[config.mk]
export PLATFORM = sky130hd
export DESIGN_NAME = esp8266_frame_scheduler
export DESIGN_NICKNAME = d
export VERILOG_FILES = /design/src/rtl/esp8266_frame_scheduler.sv
export SDC_FILE = /design/constraint.sdc
export NUM_CORES = 1
export LEC_CHECK = 0
export BUFFER_PORTS_ARGS = -buffer_cell sky130_fd_sc_hd__buf_2
export CORE_MARGIN = 2
export CORE_UTILIZATION = 54
export DETAILED_ROUTE_END_ITERATION = 16
export HOLD_SLACK_MARGIN = 0.06
export PLACE_DENSITY = 0.78
export SLEW_MARGIN = 30
export SYNTH_ARGS = -nofsm -noshare
export SYNTH_HDL_FRONTEND = slang
export SYNTH_SLANG_ARGS = --single-unit
export TNS_END_PERCENT = 20
[constraint.sdc]
create_clock -name Clk -period 4.4 [get_ports Clk]
set_input_delay 0.88 -clock Clk [delete_from_list [all_inputs] [get_ports Clk]]
set_output_delay 0.88 -clock Clk [all_outputs]
set_load 0.03 [all_outputs]
[src/rtl/esp8266_frame_scheduler.sv]
// Round-robin scheduler that serialises one 15-byte m("T","12.5")\r\n frame per
// granted channel onto a shared valid/ready UART byte stream, with an idle gap after each frame.
module esp8266_frame_scheduler #(
    parameter int unsigned N_CH       = 4,
    parameter int unsigned CH_W       = 2,
    parameter int unsigned GAP_CYCLES = 2500
) (
    input  logic                Clk,
    input  logic                Rst,
    input  logic [N_CH-1:0]     Req,
    input  logic [32*N_CH-1:0]  Data_in,
    output logic [N_CH-1:0]     Ack,
    output logic [7:0]          Tx_data,
    output logic                Tx_valid,
    input  logic                Tx_ready,
    output logic                Busy,
    output logic [CH_W-1:0]     Cur_ch,
    output logic [15:0]         Frame_cnt
);

    typedef enum logic [1:0] {StIdle, StArb, StSend, StGap} state_e;

    state_e            state_q, state_d;
    logic [CH_W-1:0]   rr_q, rr_d;
    logic [CH_W-1:0]   cur_ch_q, cur_ch_d;
    logic [31:0]       word_q, word_d;
    logic [3:0]        idx_q, idx_d;
    logic [31:0]       gap_q, gap_d;
    logic [7:0]        tx_data_q, tx_data_d;
    logic              tx_valid_q, tx_valid_d;
    logic              busy_q, busy_d;
    logic [N_CH-1:0]   ack_q, ack_d;
    logic [15:0]       frame_cnt_q, frame_cnt_d;
    logic              found;
    logic [CH_W-1:0]   grant;
    logic [31:0]       grant_word;

    function automatic logic [CH_W-1:0] wrap_add(input logic [CH_W-1:0] a, input int unsigned b);
        return CH_W'((32'(a) + b) % N_CH);
    endfunction

    // Out-of-range digit fields render as '?' so a bad sensor value is visible on the wire.
    function automatic logic [7:0] digit(input logic [7:0] x);
        return (x <= 8'd9) ? x + 8'h30 : 8'h3F;
    endfunction

    function automatic logic [7:0] frame_byte(input logic [31:0] w, input logic [3:0] i);
        logic [7:0] b;
        b = 8'h00;
        case (i)
            4'd0:  b = 8'h6D;
            4'd1:  b = 8'h28;
            4'd2:  b = 8'h22;
            4'd3:  b = w[31:24];
            4'd4:  b = 8'h22;
            4'd5:  b = 8'h2C;
            4'd6:  b = 8'h22;
            4'd7:  b = digit(w[23:16]);
            4'd8:  b = digit(w[15:8]);
            4'd9:  b = 8'h2E;
            4'd10: b = digit(w[7:0]);
            4'd11: b = 8'h22;
            4'd12: b = 8'h29;
            4'd13: b = 8'h0D;
            4'd14: b = 8'h0A;
            default: b = 8'h00;
        endcase
        return b;
    endfunction

    // First requester at or after the rotation pointer.
    always_comb begin
        found = 1'b0;
        grant = '0;
        for (int unsigned i = 0; i < N_CH; i++) begin
            if (!found && Req[wrap_add(rr_q, i)]) begin
                found = 1'b1;
                grant = wrap_add(rr_q, i);
            end
        end
        grant_word = Data_in[32*grant +: 32];
    end

    always_comb begin
        state_d     = state_q;
        rr_d        = rr_q;
        cur_ch_d    = cur_ch_q;
        word_d      = word_q;
        idx_d       = idx_q;
        gap_d       = gap_q;
        tx_data_d   = tx_data_q;
        tx_valid_d  = tx_valid_q;
        ack_d       = '0;
        frame_cnt_d = frame_cnt_q;
        case (state_q)
            StIdle: begin
                if (|Req) state_d = StArb;
            end
            StArb: begin
                if (found) begin
                    word_d     = grant_word;
                    cur_ch_d   = grant;
                    rr_d       = wrap_add(grant, 1);
                    idx_d      = 4'd0;
                    tx_data_d  = frame_byte(grant_word, 4'd0);
                    tx_valid_d = 1'b1;
                    state_d    = StSend;
                end else begin
                    state_d = StIdle;
                end
            end
            StSend: begin
                if (tx_valid_q && Tx_ready) begin
                    if (idx_q == 4'd14) begin
                        tx_valid_d      = 1'b0;
                        ack_d[cur_ch_q] = 1'b1;
                        frame_cnt_d     = frame_cnt_q + 16'd1;
                        gap_d           = '0;
                        state_d         = (GAP_CYCLES == 0) ? StIdle : StGap;
                    end else begin
                        idx_d     = idx_q + 4'd1;
                        tx_data_d = frame_byte(word_q, idx_q + 4'd1);
                    end
                end
            end
            StGap: begin
                if (gap_q == GAP_CYCLES - 1) state_d = StIdle;
                else gap_d = gap_q + 32'd1;
            end
            default: state_d = StIdle;
        endcase
        busy_d = (state_d != StIdle);
    end

    always_ff @(posedge Clk or posedge Rst) begin
        if (Rst) begin
            state_q     <= StIdle;
            rr_q        <= '0;
            cur_ch_q    <= '0;
            word_q      <= '0;
            idx_q       <= '0;
            gap_q       <= '0;
            tx_data_q   <= '0;
            tx_valid_q  <= 1'b0;
            busy_q      <= 1'b0;
            ack_q       <= '0;
            frame_cnt_q <= '0;
        end else begin
            state_q     <= state_d;
            rr_q        <= rr_d;
            cur_ch_q    <= cur_ch_d;
            word_q      <= word_d;
            idx_q       <= idx_d;
            gap_q       <= gap_d;
            tx_data_q   <= tx_data_d;
            tx_valid_q  <= tx_valid_d;
            busy_q      <= busy_d;
            ack_q       <= ack_d;
            frame_cnt_q <= frame_cnt_d;
        end
    end

    assign Ack       = ack_q;
    assign Tx_data   = tx_data_q;
    assign Tx_valid  = tx_valid_q;
    assign Busy      = busy_q;
    assign Cur_ch    = cur_ch_q;
    assign Frame_cnt = frame_cnt_q;

endmodule

# Word level (Yosys, flattened, before mapping)
# Index checks and enable logic that the tools add are counted.
[totals]
inputBits = 135
mem_count = 0
ff_bits = 104
out_inout_bits = 32
rom_bits = 0
latch_bits = 0
word_cells = 122
mem_bits_rw = 0
[classes]
addsub = 10
n_reduce_logical = 20
shifts = 1
n_div = 0
bitwise = 0
eq_ne = 24
muxes = 47
n_mul = 0
order_cmp = 9
[op_table]
columns = ["op", "n"]
rows = [
  ["$shiftx A128 B8 Y32", 1],
  ["$mux W32", 3],
  ["$pmux W8 S12", 1],
  ["$pmux W32 S2", 1],
  ["$mux W8", 6],
  ["$add A32 B1 Y32 const B", 1],
  ["$eq A32 B12 Y1 const B", 1],
  ["$eq A4 B4 Y1 const B", 8],
  ["$add A8 B6 Y8 const B", 3],
  ["$le A8 B4 Y1 const B", 3],
  ["$mux W4", 6],
  ["$mux W2", 9],
  ["$add A16 B1 Y16 const B", 1],
  ["$eq A4 B3 Y1 const B", 4],
  ["$pmux W8 S2", 1],
  ["$lt A2 B3 Y1 const B", 5],
  ["$mux W1", 12],
  ["$reduce_and A4 Y1", 3],
  ["$ne A2 B2 Y1 const B", 5],
  ["$bmux W1 S2", 4],
  ["$eq A4 B2 Y1 const B", 2],
  ["$pmux W2 S4", 1],
  ["$pmux W4 S2", 1],
  ["$reduce_or A4 Y1", 2],
  ["16 further kinds", 27],
]

# Logic depth before layout (Yosys ltp)
[depth]
ltp_word = 15
depth_mapped = 9
depth_no_buf = 8

# Worst setup path before layout
# No wires, ideal clock.
[synth_path]
path_type = "input port to flip-flop"
from = "input Req[2]"
to = "register word_q[10]"
setup_time_ps = 77
required_ps = 4323
stages = 9
path_buffers = 3
slack_ps = 2161
t_arrival_ps = 2163
cell_sequence = "nor2b_1 > o21ai_0 > o221a_1 > buf_2 > buf_6 > buf_8 > mux2i_1 > mux2_2 > o21ai_1"
[synth_via]
elab_chain_len = 13
elab_cells_between_ends = 24
classes_between = "shift: 1; mux: 16; reduce/logical: 7"
[synth_rtl]
columns = ["item", "line_no", "rtl"]
rows = [
  ["start, declared", "10", "input logic [N_CH-1:0] Req,"],
  ["$bmux W1 S2", "76", "if (!found && Req[wrap_add(rr_q, i)]) begin"],
  ["$mux W1 (not written as such)", "76", ""],
  ["$mux W1", "76", ""],
  ["$logic_not A1 Y1", "76", ""],
  ["$logic_and A1 B1 Y1", "76", ""],
  ["$mux W1", "76", ""],
  ["$logic_not A1 Y1", "76", ""],
  ["$logic_and A1 B1 Y1", "76", ""],
  ["$mux W1", "76", ""],
  ["$logic_not A1 Y1", "76", ""],
  ["$logic_and A1 B1 Y1", "76", ""],
  ["$mux W2 or $mux W1 (tied branches)", "76", ""],
  ["$shiftx A128 B8 Y32 or $reduce_and A2 Y1 (tied branches)", "n/a", ""],
  ["end signal, assigned", "152", "word_q <= word_d;"],
  ["end, declared", "26", "logic [31:0] word_q, word_d;"],
]
# Parallel ways exist; a longest one is shown, timed or not. The select of a mux whose other input is x is not followed.
# A chain may end at the register's enable or synchronous reset.

# Worst setup path after layout
[layout_path]
from = "register idx_q[2]"
to = "register gap_q[30]"
[layout_via]
elab_chain_len = 3
[layout_rtl]
columns = ["item", "line_no", "rtl"]
rows = [
  ["start, declared", "27", "logic [3:0] idx_q, idx_d;"],
  ["start signal, assigned", "153", "idx_q <= idx_d;"],
  ["$eq A4 B4 Y1", "114", "if (idx_q == 4'd14) begin"],
  ["$ne A2 B2 Y1 (no line)", "n/a", ""],
  ["$reduce_and A4 Y1 (no line)", "n/a", ""],
  ["end signal, assigned", "154", "gap_q <= gap_d;"],
  ["end, declared", "28", "logic [31:0] gap_q, gap_d;"],
]
# No other way between the ends.

==> out/summary.txt <==
Clk_lat worst skew: 350 ps
Fmax: 0.347 GHz
Synth Instances: 670
Rows: 39
Post-route DRC: 0
Lkg Pwr: 3.63 nW
Setup crit start: idx_q[2]
Total gr overflow: 0
Average wire per standard cell: 15.1 µm
Vias in the first global route: 5452
I/O pin total: 167
Final setup TNS: 0 ps
#FFs+latches synth: 104
Relative slew slack: 0.500
Max stage delay on crit path: 790 ps
Clk pin slew, worst setup/hold paths: 70 ps
Fin util: 0.657
CP Cell Sequence: nand3_1 > nand2b_1 > a21oi_1 > nand4_1 > xor2_1 > nor2_1
CTS Hold Bufs: 0
Post-CTS Setup Inserts: 0
Placeable Area: 0.0114 mm²
Post-synth net total: 815
Critical Path RT: 4620 ps
Synthesized area per cell: 9.44 µm²
Share of cells above drive strength 1: 0.288
Main synth FF type: dfrtp_1
Antenna cells: 0
Ys Warns: 0
Post-synth EDFFs: 0
Status: finished, final reports clean
Slowest CP cell: dfrtp_1
Critical path class: reg -> reg
Slew Limit Fails: 0
RSZ-0062 raised after global routing: no
TritonRoute pass-1 iters: 4
Yosys cell types: 59
Remaining antenna violation count: 0
Initial antenna violation count: 0
Pwr Density: 421 mW/mm²
Initial Util: 0.554
Synth Cell Area: 0.00632 mm²
Seq/Total Area, Yosys: 0.412
CTS tree: built
Final instance area: 0.00750 mm²
1st-iter DRT viols: 339
Cts repair resizes: 0
Die W: 112 µm
Die height: 112 µm
Peak VDD IR: 270 µV
Die Footprint: 0.0126 mm²
PortBufs: 166
First-pass GRT wire length: 24.7 mm
H-tree Lvls: 3
Hold crit path type: reg -> reg
Worst-path maximum fanout: 19
Clock skew: 6.66 ps
Via Count: 5436
Routability cong.: 0.952
Longest Clk Path Bufs: 2
TritonCTS Buffers: 9
Area post-placement: 0.00721 mm²
Synth-to-Final Area Change: 18.6%
Min-Delay Startpoint: Frame_cnt[15]
Largest net degree at the start of global routing: 76
Critical Path End Type: register
Tmin final: 2880 ps
Final hold slack: 481 ps
Number of vias per cell: 5.61
MaxCap Viol Count: 0
GRT Util Overall: 0.238
Fin nets: 966
Final hold vios: 0
Fin crit share: 0.655
Asr flop ratio synth: 1.00
Total wire length: 14.7 mm
Clock net sink count: 104
Nature of the critical path startpoint: register
Arr. time, crit path: 3100 ps
R2R Path Start: idx_q[2]
Hpwl dp: 11.1 mm
Root Buffer: clkbuf_16
Worst-margin pin slew: 750 ps
Setup violators final: 0
==> layout make-up <==
type / instances / area, µm²
multi-input cells: 517 / 3470
fillers: 959 / 3920
flip-flops and latches: 104 / 2600
clock buffers: 10 / 239
repair buffers: 174 / 891
well taps: 143 / 179
inverters: 15 / 61.3
clock inverters: 6 / 52.6
==> path summary, 6_finish.rpt <==
check / endpoint / slack (ps) / cells after the start
min in group asynchronous: Frame_cnt[12] / 620 / 2
worst min-delay path: Frame_cnt[15] / 480 / 1
worst min register to register: Frame_cnt[15] / 480 / 1
max in group asynchronous: word_q[4] / 2940 / 3
worst max-delay path: gap_q[30] / 1520 / 6
worst max register to register: gap_q[30] / 1520 / 6
==> cell usage after synthesis, types with 2 or more instances <==
library cell    n  area share
a21o_1          2      0.0024
or3_1           3      0.0030
or4_1           2      0.0024
nor4_1          7      0.0069
clkbuf_2        2      0.0016
o221ai_1        4      0.0055
buf_2           6      0.0047
clkbuf_1       16      0.0095
nand3_1        25       0.020
o21ai_1        27       0.021
nand2b_1        4      0.0040
nor2b_1         7      0.0069
o211ai_1        2      0.0024
o21ai_0        35       0.028
mux2_2         32       0.057
buf_6           2      0.0036
buf_8           3      0.0071
o22a_1          2      0.0028
o22ai_1         3      0.0030
a211oi_1        6      0.0071
nand4_1        19       0.019
and3_1          7      0.0069
or2_2           2      0.0020
a21boi_0        4      0.0047
o21a_1          2      0.0024
a21oi_1        16       0.013
nand4_2         2      0.0040
a31o_2          2      0.0028
xor2_1         19       0.026
nand2_1        90       0.053
inv_1          15      0.0089
a211o_1         2      0.0028
and2_1          4      0.0040
nor3_1          8      0.0063
dfrtp_1       104        0.41
ha_1           10       0.020
buf_4           5      0.0059
nor3b_1         2      0.0024
nor3_2          2      0.0032
nor2_1         56       0.033
mux2i_1        66        0.10
xnor2_1        26       0.036
==> sequential cells by signal, summed over array words and instances, names as in the netlist <==
register   cells
word_q        32
idx_q          4
Tx_data        8
Frame_cnt     16
Busy           1
gap_q         32
rr_q           2
Cur_ch         2
Ack            4
state_q        2
Tx_valid       1
==> routing by layer <==
layer | vias up | GRT usage | routed length (µm)
met5 | - | 0 | 0
met4 | 0 | 0.0854 | 301
met3 | 23 | 0.0308 | 638
met2 | 150 | 0.436 | 7620
met1 | 2593 | 0.286 | 6110
li1 | 2670 | - | -
==> where the power goes <==
group          switching [mW]  internal [mW]
registers               0.189           1.10
clock network           0.369          0.408
logic                   0.611          0.477
==> cells in the final DEF, fill, tap and decap left out, types with 3 or more instances in the layout <==
| master | n |
|---|---|
| and2_1 | 4 |
| nor3_1 | 8 |
| nand4_1 | 19 |
| ha_1 | 10 |
| xnor2_1 | 26 |
| buf_4 | 8 |
| nor2b_1 | 7 |
| a211oi_1 | 6 |
| buf_2 | 166 |
| or3_1 | 3 |
| inv_1 | 14 |
| nor2_1 | 54 |
| nor4_1 | 7 |
| nand2_1 | 89 |
| clkbuf_16 | 9 |
| o21ai_0 | 35 |
| mux2_2 | 32 |
| dfrtp_1 | 104 |
| o221ai_1 | 4 |
| nand2b_1 | 4 |
| mux2i_1 | 66 |
| o21ai_1 | 27 |
| xor2_1 | 19 |
| nand3_1 | 25 |
| a21boi_0 | 4 |
| o22ai_1 | 3 |
| a21oi_1 | 16 |
| and3_1 | 7 |
==> logic make-up after synthesis <==
family | after synthesis | share of synthesized area
buffers and inverters | 49 | 0.0414
XOR/XNOR | 46 | 0.0667
AO/OA/AOI/OAI | 116 | 0.110
flip-flops | 104 | 0.412
adder cells (fa/ha/maj) | 10 | 0.0198
multiplexers | 99 | 0.163
AND/OR/NAND/NOR | 246 | 0.187
==> critical path, delay by kind of cell, from the launching register on <==
family | cells | cell delay, ps
flops | 1 | 790
compound gates | 1 | 690
xor+xnor | 1 | 180
simple gates | 4 | 1090
==> through the flow <==
| step | setup slack (ps) | total power [mW] | std cells |
|---|---|---|---|
| after global placement | 1480 | 2.35 | 953 |
| after CTS | 1550 | 3.17 | 969 |
| after detailed placement | 1380 | 2.38 | 953 |
| after global routing | 1310 | 3.34 | 969 |
| final | 1520 | 3.16 | 969 |
| after floorplan | 788 | 2.10 | 670 |
No activity file was read; power rests on OpenSTA's default activity.
